===== src/rtl/ahb_irq_controller_if.sv =====
// AHB-Lite bus bundle shared by the manager mux and its satellites.
interface ahb_bus_if;
  logic        hsel;
  logic [31:0] haddr;
  logic [1:0]  htrans;
  logic        hwrite;
  logic [2:0]  hsize;
  logic [31:0] hwdata;
  logic        hready;
  logic [31:0] hrdata;
  logic        hreadyout;
  logic        hresp;

  modport satellite (
    input  hsel, haddr, htrans, hwrite, hsize, hwdata, hready,
    output hrdata, hreadyout, hresp
  );

  modport manager (
    output hsel, haddr, htrans, hwrite, hsize, hwdata, hready,
    input  hrdata, hreadyout, hresp
  );
endinterface


===== src/rtl/ahb_irq_controller.sv =====
// AHB-Lite interrupt controller: per-source gateway (edge/level), priority
// arbitration against a threshold, claim/complete handshake, and a single
// registered request to the core.
// Optional build macro IRQC_SYNC_EN adds a 2-flop synchronizer on every
// irq_in bit ahead of edge detection (source latency +2 cycles).
module ahb_irq_controller #(
  parameter int NUM_SRC = 32,
  parameter int PRIO_W  = 3
) (
  input  logic               clk,
  input  logic               nrst,
  ahb_bus_if.satellite       abif,
  input  logic [NUM_SRC-1:0] irq_in,
  output logic               irq_out
);

  localparam int ID_W = (NUM_SRC > 1) ? $clog2(NUM_SRC) : 1;
  localparam logic [NUM_SRC-1:0] SRC_MASK = {{(NUM_SRC-1){1'b1}}, 1'b0};
  localparam logic [NUM_SRC-1:0] ONE_HOT0 = {{(NUM_SRC-1){1'b0}}, 1'b1};

  localparam logic [11:0] ADDR_PENDING   = 12'h400;
  localparam logic [11:0] ADDR_ENABLE    = 12'h404;
  localparam logic [11:0] ADDR_MODE      = 12'h408;
  localparam logic [11:0] ADDR_THRESHOLD = 12'h40C;
  localparam logic [11:0] ADDR_CLAIM     = 12'h410;

  // Registered AHB address phase
  logic        vld_p1;
  logic        write_p1;
  logic [11:0] addr_p1;
  logic [2:0]  size_p1;

  // Controller state
  logic [PRIO_W-1:0]  prio [NUM_SRC];
  logic [NUM_SRC-1:0] enable;
  logic [NUM_SRC-1:0] mode;
  logic [PRIO_W-1:0]  threshold;
  logic [NUM_SRC-1:0] pending;
  logic [NUM_SRC-1:0] in_service;
  logic [NUM_SRC-1:0] line_prev;

  logic [NUM_SRC-1:0] line;
  logic [NUM_SRC-1:0] edge_det;
  logic [NUM_SRC-1:0] set_vec;
  logic [NUM_SRC-1:0] claim_vec;
  logic [NUM_SRC-1:0] cmpl_vec;
  logic [ID_W-1:0]    win_id;
  logic [PRIO_W-1:0]  win_prio;
  logic               rd_claim;
  logic               wr_ok;
  logic [31:0]        rdata;

  // Address bits above the 4 KiB window and the sequential flag are not decoded.
  logic unused_bits;
  assign unused_bits = ^{abif.haddr[31:12], abif.htrans[0]};

`ifdef IRQC_SYNC_EN
  logic [NUM_SRC-1:0] sync_p0;
  logic [NUM_SRC-1:0] sync_p1;

  // Two-flop synchronizer for asynchronous source lines
  always_ff @(posedge clk) begin
    if (!nrst) begin
      sync_p0 <= '0;
      sync_p1 <= '0;
    end else begin
      sync_p0 <= irq_in;
      sync_p1 <= sync_p0;
    end
  end

  assign line = sync_p1;
`else
  assign line = irq_in;
`endif

  // Capture the AHB address phase for use in the following data phase
  always_ff @(posedge clk) begin
    if (!nrst) begin
      vld_p1   <= 1'b0;
      write_p1 <= 1'b0;
      addr_p1  <= '0;
      size_p1  <= '0;
    end else begin
      vld_p1   <= abif.hsel & abif.htrans[1] & abif.hready;
      write_p1 <= abif.hwrite;
      addr_p1  <= abif.haddr[11:0];
      size_p1  <= abif.hsize;
    end
  end

  assign rd_claim = vld_p1 & ~write_p1 & (addr_p1 == ADDR_CLAIM);
  assign wr_ok    = vld_p1 & write_p1 & (size_p1 == 3'b010);

  // Highest priority above threshold wins; strict compare keeps the lowest ID on ties
  always_comb begin
    win_id   = '0;
    win_prio = threshold;
    for (int i = 1; i < NUM_SRC; i++) begin
      if (enable[i] && pending[i] && (prio[i] > win_prio)) begin
        win_id   = ID_W'(i);
        win_prio = prio[i];
      end
    end
  end

  // Gateway set/clear terms: edge sources keep a colliding edge, level sources yield to the claim
  always_comb begin
    edge_det  = line & ~line_prev;
    set_vec   = (mode & edge_det) | (~mode & line & ~in_service);
    claim_vec = (rd_claim && (win_id != '0)) ? (ONE_HOT0 << win_id) : '0;
    cmpl_vec  = '0;
    if (wr_ok && (addr_p1 == ADDR_CLAIM) && (abif.hwdata < 32'(NUM_SRC)))
      cmpl_vec = ONE_HOT0 << abif.hwdata[ID_W-1:0];
  end

  // Pending / in-service bookkeeping and edge-detect history
  always_ff @(posedge clk) begin
    if (!nrst) begin
      pending    <= '0;
      in_service <= '0;
      line_prev  <= '0;
    end else begin
      pending    <= SRC_MASK & ((mode & (set_vec | (pending & ~claim_vec))) |
                                (~mode & ((set_vec | pending) & ~claim_vec)));
      in_service <= SRC_MASK & ((in_service | claim_vec) & ~cmpl_vec);
      line_prev  <= line;
    end
  end

  // Software-visible configuration registers, word writes only
  always_ff @(posedge clk) begin
    if (!nrst) begin
      for (int i = 0; i < NUM_SRC; i++) prio[i] <= '0;
      enable    <= '0;
      mode      <= '0;
      threshold <= '0;
    end else if (wr_ok) begin
      if (addr_p1 == ADDR_ENABLE)    enable    <= abif.hwdata[NUM_SRC-1:0] & SRC_MASK;
      if (addr_p1 == ADDR_MODE)      mode      <= abif.hwdata[NUM_SRC-1:0] & SRC_MASK;
      if (addr_p1 == ADDR_THRESHOLD) threshold <= abif.hwdata[PRIO_W-1:0];
      for (int i = 1; i < NUM_SRC; i++) begin
        if ((addr_p1[11:10] == 2'b00) && (addr_p1[1:0] == 2'b00) && (addr_p1[9:2] == 8'(i)))
          prio[i] <= abif.hwdata[PRIO_W-1:0];
      end
    end
  end

  // Data-phase read mux; unmapped offsets return zero
  always_comb begin
    rdata = '0;
    if (vld_p1 && !write_p1) begin
      case (addr_p1)
        ADDR_PENDING:   rdata = 32'(pending);
        ADDR_ENABLE:    rdata = 32'(enable);
        ADDR_MODE:      rdata = 32'(mode);
        ADDR_THRESHOLD: rdata = 32'(threshold);
        ADDR_CLAIM:     rdata = 32'(win_id);
        default: begin
          for (int i = 1; i < NUM_SRC; i++) begin
            if ((addr_p1[11:10] == 2'b00) && (addr_p1[1:0] == 2'b00) && (addr_p1[9:2] == 8'(i)))
              rdata = 32'(prio[i]);
          end
        end
      endcase
    end
  end

  // Registered request to the core
  always_ff @(posedge clk) begin
    if (!nrst) irq_out <= 1'b0;
    else       irq_out <= (win_id != '0);
  end

  assign abif.hrdata    = rdata;
  assign abif.hreadyout = 1'b1;
  assign abif.hresp     = 1'b0;

endmodule


===== src/flat_wrapper.sv =====
// flat-port wrapper written by rule: the top's interface ports become plain ports
module ahb_irq_controller_flat 
#(
  parameter int NUM_SRC = 32,
  parameter int PRIO_W  = 3
)
  (clk, nrst, irq_in, irq_out, abif_hsel, abif_haddr, abif_htrans, abif_hwrite, abif_hsize, abif_hwdata, abif_hready, abif_hrdata, abif_hreadyout, abif_hresp);
  ahb_bus_if abif_i ();
  input  logic clk;
  input  logic nrst;
  input  logic [NUM_SRC-1:0] irq_in;
  output logic irq_out;
  input wire logic [$bits(abif_i.hsel)-1:0] abif_hsel;
  input wire logic [$bits(abif_i.haddr)-1:0] abif_haddr;
  input wire logic [$bits(abif_i.htrans)-1:0] abif_htrans;
  input wire logic [$bits(abif_i.hwrite)-1:0] abif_hwrite;
  input wire logic [$bits(abif_i.hsize)-1:0] abif_hsize;
  input wire logic [$bits(abif_i.hwdata)-1:0] abif_hwdata;
  input wire logic [$bits(abif_i.hready)-1:0] abif_hready;
  output wire logic [$bits(abif_i.hrdata)-1:0] abif_hrdata;
  output wire logic [$bits(abif_i.hreadyout)-1:0] abif_hreadyout;
  output wire logic [$bits(abif_i.hresp)-1:0] abif_hresp;
  assign abif_i.hsel = abif_hsel;
  assign abif_i.haddr = abif_haddr;
  assign abif_i.htrans = abif_htrans;
  assign abif_i.hwrite = abif_hwrite;
  assign abif_i.hsize = abif_hsize;
  assign abif_i.hwdata = abif_hwdata;
  assign abif_i.hready = abif_hready;
  assign abif_hrdata = abif_i.hrdata;
  assign abif_hreadyout = abif_i.hreadyout;
  assign abif_hresp = abif_i.hresp;
  ahb_irq_controller #(.NUM_SRC(NUM_SRC), .PRIO_W(PRIO_W)) u_core (.clk(clk), .nrst(nrst), .abif(abif_i), .irq_in(irq_in), .irq_out(irq_out));
endmodule

===== config.mk =====
export PLATFORM = sky130hd
export DESIGN_NAME = ahb_irq_controller_flat
export DESIGN_NICKNAME = d
export VERILOG_FILES = /design/src/rtl/ahb_irq_controller_if.sv /design/src/rtl/ahb_irq_controller.sv /design/src/flat_wrapper.sv
export SDC_FILE = /design/constraint.sdc
export NUM_CORES = 1
export LEC_CHECK = 0
export BUFFER_PORTS_ARGS = -buffer_cell sky130_fd_sc_hd__buf_2
export CORE_ASPECT_RATIO = 1.1
export CORE_UTILIZATION = 55
export CTS_BUF_LIST = sky130_fd_sc_hd__clkbuf_8
export CTS_CLUSTER_DIAMETER = 100
export DETAILED_ROUTE_END_ITERATION = 12
export PLACE_DENSITY = 0.82
export SLEW_MARGIN = 30
export SYNTH_ARGS = -nofsm -noshare
export SYNTH_HDL_FRONTEND = slang
export SYNTH_SLANG_ARGS = --single-unit

===== constraint.sdc =====
create_clock -name clk -period 42.8 [get_ports clk]
set_clock_uncertainty 0.15 [all_clocks]
set_input_delay 2.14 -clock clk [delete_from_list [all_inputs] [get_ports clk]]
set_output_delay 2.14 -clock clk [all_outputs]
set_load 0.02 [all_outputs]

# Yosys cells after proc, flatten, opt, wreduce, memory -nomap -nowiden

Memory sizes are Yosys's and may differ from the RTL's.
Index checks and enable logic that the tools add are counted.

Shift-type cells: 2
Multiplexer cells: 252
Eq/ne operators: 37
Bitwise operators: 57
Magnitude comparators: 32
Reductions and logical operators: 105

Operators with widths:

| kind                   | count |
|---|---|
| $and A32 B32 Y32       | 9 |
| $mux W3                | 96 |
| $not A32 Y32           | 5 |
| $or A32 B32 Y32        | 5 |
| $pmux W32 S5           | 1 |
| $eq A8 B5 Y1 const B   | 16 |
| $mux W1                | 126 |
| $logic_and A1 B1 Y1    | 98 |
| $mux W32               | 3 |
| $gt A3 B3 Y1           | 31 |
| $mux W5                | 16 |
| $eq A8 B4 Y1 const B   | 8 |
| $shl A1 B5 Y32 const A | 2 |
| $eq A12 B11 Y1 const B | 5 |
| $eq A8 B3 Y1 const B   | 4 |
| $lt A32 B6 Y1 const B  | 1 |
| $mux W4                | 8 |
| $or A1 B1 Y1           | 31 |
| $eq A8 B2 Y1 const B   | 2 |
| $eq A8 B1 Y1 const B   | 1 |
| $and A1 B1 Y1          | 6 |
| $reduce_and A2 Y1      | 3 |
| $reduce_bool A5 Y1     | 1 |
| $logic_not A2 Y1       | 2 |
| 4 further kinds        | 5 |

Register bits after elaboration: 179
Output and inout port bits: 35
Memories kept: 1
Logic and storage cells: 499
RAM bits: 96
Input bits: 106

Memories:

| memory      | words | bits a word | rd ports | clocked after Yosys merged registers in | wr ports | line                     | RTL |
|---|---|---|---|---|---|---|---|
| u_core.prio | 32    | 3           | 31       | 0                                       | 32       | ahb_irq_controller.sv:34 | `logic [PRIO_W-1:0] prio [NUM_SRC];` |

# Depth between registers and ports, before layout

An unclocked memory read counts as a cell.

Word-level depth: 102
Gate-level depth with buffers: 235
Depth with buffers taken out: 231

# Worst setup path after synthesis

OpenSTA, ideal clock, no wires.

Path type: register -> output
From: register u_core.threshold[2]
To: output port abif_hrdata[3]
Stages on the path, launching flop included: 223
Buffers on the path: 4
Path slack: 1.250 ns
Required time: 40.510 ns
Arrival time: 39.260 ns
Path through: dfxtp_1 > inv_1 > ha_1 > nor2_1 > a31o_1 > nor2_1 > mux2_2 > ha_1 > nor2_1 > nor3_1 > or4_1 > a22o_1 > mux2_2 > ha_1 > nor2_1 > a32oi_1 > a21oi_1 > mux2_2 > [187 not listed] > nor3_1 > a21oi_1 > ha_1 > nor2b_1 > o21ai_0 > nand2b_1 > nand4_1 > o21ai_0 > ha_1 > nor2b_1 > o21a_1 > o2111ai_1 > nand2_1 > a21o_1 > or3_1 > clkbuf_1 > o21ai_0 > a21oi_1

Cells in the longest elaborated chain, start to end: 95
Elaborated cells on any way between the ends: 118
Classes of those cells: order compare (31); mux (56); reduce/logical (31)

Ends and longest elaborated chain:

| item                   | line                      | RTL |
|---|---|---|
| from (decl)            | ahb_irq_controller.sv:37  | `logic [PRIO_W-1:0] threshold;` |
| from (signal assigned) | ahb_irq_controller.sv:141 | `if (addr_p1 == ADDR_THRESHOLD) threshold <= abif.hwdata[PRIO_W-1:0];` |
| $gt A3 B3 Y1           | ahb_irq_controller.sv:100 | `if (enable[i] && pending[i] && (prio[i] > win_prio)) begin` |
| $logic_and A1 B1 Y1    | ahb_irq_controller.sv:100 |  |
| $mux W3 (*)            | ahb_irq_controller.sv:100 |  |
| $gt A3 B3 Y1           | ahb_irq_controller.sv:100 |  |
| $logic_and A1 B1 Y1    | ahb_irq_controller.sv:100 |  |
| $mux W3 (*)            | ahb_irq_controller.sv:100 |  |
| $gt A3 B3 Y1           | ahb_irq_controller.sv:100 |  |
| $logic_and A1 B1 Y1    | ahb_irq_controller.sv:100 |  |
| [79 not listed]        | -                         |  |
| $gt A3 B3 Y1           | ahb_irq_controller.sv:100 |  |
| $logic_and A1 B1 Y1    | ahb_irq_controller.sv:100 |  |
| $mux W3                | ahb_irq_controller.sv:100 |  |
| $gt A3 B3 Y1           | ahb_irq_controller.sv:100 |  |
| $logic_and A1 B1 Y1    | ahb_irq_controller.sv:100 |  |
| $mux W5 (*)            | ahb_irq_controller.sv:100 |  |
| $pmux W32 S5 (*)       | ahb_irq_controller.sv:153 | `case (addr_p1)` |
| $mux W32 (*)           | ahb_irq_controller.sv:152 | `if (vld_p1 && !write_p1) begin` |
| to (decl)              | flat_wrapper.sv:20        | `output wire logic [$bits(abif_i.hrdata)-1:0] abif_hrdata;` |

Mark *: on every way between the ends. The rest lies on a longest branch, timed or not.

==> results.toml <==
[run_status]
status = "finished clean"

[place]
routabilityCongestion = 0.9621
io_buffers = 116
dpl.hpwl_microns = 40820
dpl_cell_area_sq_um = 17860
pre_cts_ws_ns = -1.219
place_inst = 2456

[global_routing]
grt_use_met2_pct = 58.54
grt_util_met1_pct = 43.57
grt_pass1_wl_microns = 86090
first_global_vias = 16140
gr-total-overflow = 0
grt_use_met3_pct = 8.009
grt_max_degree = 90
antenna_found_initial = 0
busiest_layer = "met2"
grt.total_usage_pct = 35.74

[clock_tree]
clock_latency_ns = 0.56
root_buffer = "clkbuf_8"
clk_pin_slew_ns = 0.07
cts_buffers = 40
cts.sinks = 269
cts_tree = "yes"
htreeDepth = 2
ctsLongestPathBuffers = 3

[floorplan]
start_util_pct = 55.91
die_w_microns = 167.1
dieArea_sq_um = 30660
num_rows = 66
ios = 141
die-height_microns = 183.6
core-area_sq_um = 29480

[setup_path]
cp.arrival_ns = 39.64
critPathKind = "reg2out"
startpoint = "u_core.prio[0][4]"
r2r-start = "u_core.prio[0][4]"
slowest_stage = "edfxtp_1"
crit_family = "compound AO/OA/AOI/OAI gates"
endpoint_kind = "primary output"
critPathBufInv = 13
max_stage_delay_ns = 0.45
worstPathRequired_ns = 40.51
cp_max_fo = 6
cp-start-kind = "flip-flop"

[yosys]
synth-async-reset-ratio_pct = 0
synth_nets = 2112
synth-edff-count = 93
synthCells = 1969
yosysUniqueCellTypes = 109
netlist_area_sq_um = 16480
synth.most_common_cell = "nand2_1"
synth_flop_cell = "dfxtp_1"
synth_top_cell_area_share_pct = 21.38
yosys-top-cells-area = "dfxtp_1 21%, edfxtp_1 17%, nand2_1 6.7%"
ys_seq_area_share_pct = 38.32
synth_common_cells = "296 x nand2_1, 202 x nor2_1, 176 x dfxtp_1"
yosysTopAreaCell = "dfxtp_1"
ys_ff_latch = 269
ys_warn_count = 0
syn_avg_cell_area_sq_um = 8.371

[cells_and_area]
postLayoutCellArea_sq_um = 20020
drive_gt1_share_pct = 25.51
multi_input_comb_area_sq_um = 10440
layout.area.seq_sq_um = 6319
fill_cells = 2242
area_delta_synth_final_pct = 21.44
final_nets = 2328
num_antenna_cells = 0
layout.cells.non_filler = 2589

[sta]
setup_viol = 0
timing.final.crit_share_pct = 97.97
tns_ns = 0
min_period_ns = 41.93
worst_pin_slew_ns = 0.9643
final_max_slew_viol_count = 0
relSlewSlack_pct = 35.56
fin_ws_ns = 0.8679
finalHoldViolCount = 0
timing.fmax_ghz = 0.02385

[power_and_ir_drop]
ir_worst_vdd_uv = 30.97
total_power_mw = 0.5431
powerDensity_nw_per_um2 = 27.14
leakagePower_nw = 7.687

[flow_run]
cap_viol_max_count = 0

[route]
num_vias = 17570
wl_per_cell_microns = 22.63
antenna_left = 0
route.detailed.drc = 0
post_drt_via_cell_ratio = 6.785
wl_microns = 58600
drt_iter0_markers = 2374
dr.pass1.iters = 7

[worst_hold_path]
min_from = "u_core.enable[17]"
hold_path.class = "reg2reg"
## per-layer routing
metal	vias to the layer above	routed length, microns
met5	-	0
met4	0	3041
met3	239	7304
met2	1222	27300
met1	8351	20950
li1	7755	-
## through the flow
stage	utilization (%)	hold slack (ns)
2_1_floorplan	-	0.2954
3_3_place_gp	60.57	0.3145
3_5_place_dp	60.57	0.3236
4_1_cts	64.54	0.3319
5_1_grt	67.89	0.3637
6_report	67.89	0.3319
## sequential cells by signal, indices dropped and copies added (netlist names)
name and count:
u_core.mode 31, u_core.enable 31, u_core.irq_out 1, u_core.size_p1 3, u_core.vld_p1 1, u_core.line_prev 31
u_core.addr_p1 12, u_core.write_p1 1, u_core.threshold 3, u_core.prio 93, u_core.pending 31, u_core.in_service 31
## cells in the final DEF, fill, tap and decap left out, drive strengths merged, types with 23 or more instances in the layout
cell type | synthesis | layout
a21boi | 65 | 65
a21oi | 79 | 79
a222oi | 33 | 33
a31oi | 35 | 35
and2 | 72 | 72
and3 | 28 | 28
buf | 15 | 268
clkbuf | 79 | 44
dfxtp | 176 | 176
edfxtp | 93 | 93
ha | 37 | 37
inv | 69 | 80
nand2 | 296 | 296
nand3 | 64 | 64
nand3b | 23 | 23
nor2 | 202 | 202
nor3 | 59 | 59
o21ai | 116 | 116
o221a | 28 | 28
## what timing repair did
action | CTS | global route
endpoints found under the setup margin | 42 | 68
gates cloned | 0 | 0
pin swaps | 24 | 136
hold buffers | 0 | 0
buffers inserted | 24 | 37
gates resized for setup | 53 | 155
## power breakdown
group          switching, mW  internal [mW]  total [mW]
clock network          0.103          0.108       0.211
registers             0.0127          0.274       0.287
logic                 0.0274         0.0182      0.0455
total                  0.143          0.400       0.543
## area by class of cell
class	count	share of cell area (%)
Multi-Input combinational cell	1536	52.18
Tap cell	374	2.338
Clock inverter	28	0.9002
Clock buffer	44	3.026
Timing Repair Buffer	268	8.677
Inverter	70	1.313
Sequential cell	269	31.57
## cell families (layout without fill, tap and decap cells)
kind of cell / count (synthesis) / after routing / synth area share [%]
AO/OA/AOI/OAI: 564 / 564 / 25.51
adder cells (fa/ha/maj): 43 / 43 / 3.181
buffers and inverters: 164 / 410 / 3.879
flip-flops: 269 / 269 / 38.32
multiplexers: 34 / 34 / 2.376
other: 2 / 2 / 0.04556
AND/OR/NAND/NOR: 893 / 893 / 26.69
## worst min-delay path, cell delays in order, from the launching register on
cell and delay (ns):
dfxtp_1 0.32, nand2_1 0.05, a21boi_0 0.06
## worst paths after layout
| path | to | slack [ns] | depth (start not counted) |
|---|---|---|---|
| setup reg to reg | u_core.in_service[7] | 2.38 | 229 |
| setup / recovery | abif_hrdata[4] | 0.87 | 228 |
| hold / removal | u_core.enable[17] | 0.33 | 2 |
| hold reg to reg | u_core.enable[17] | 0.33 | 2 |
No activity file was read; power rests on OpenSTA's default activity.
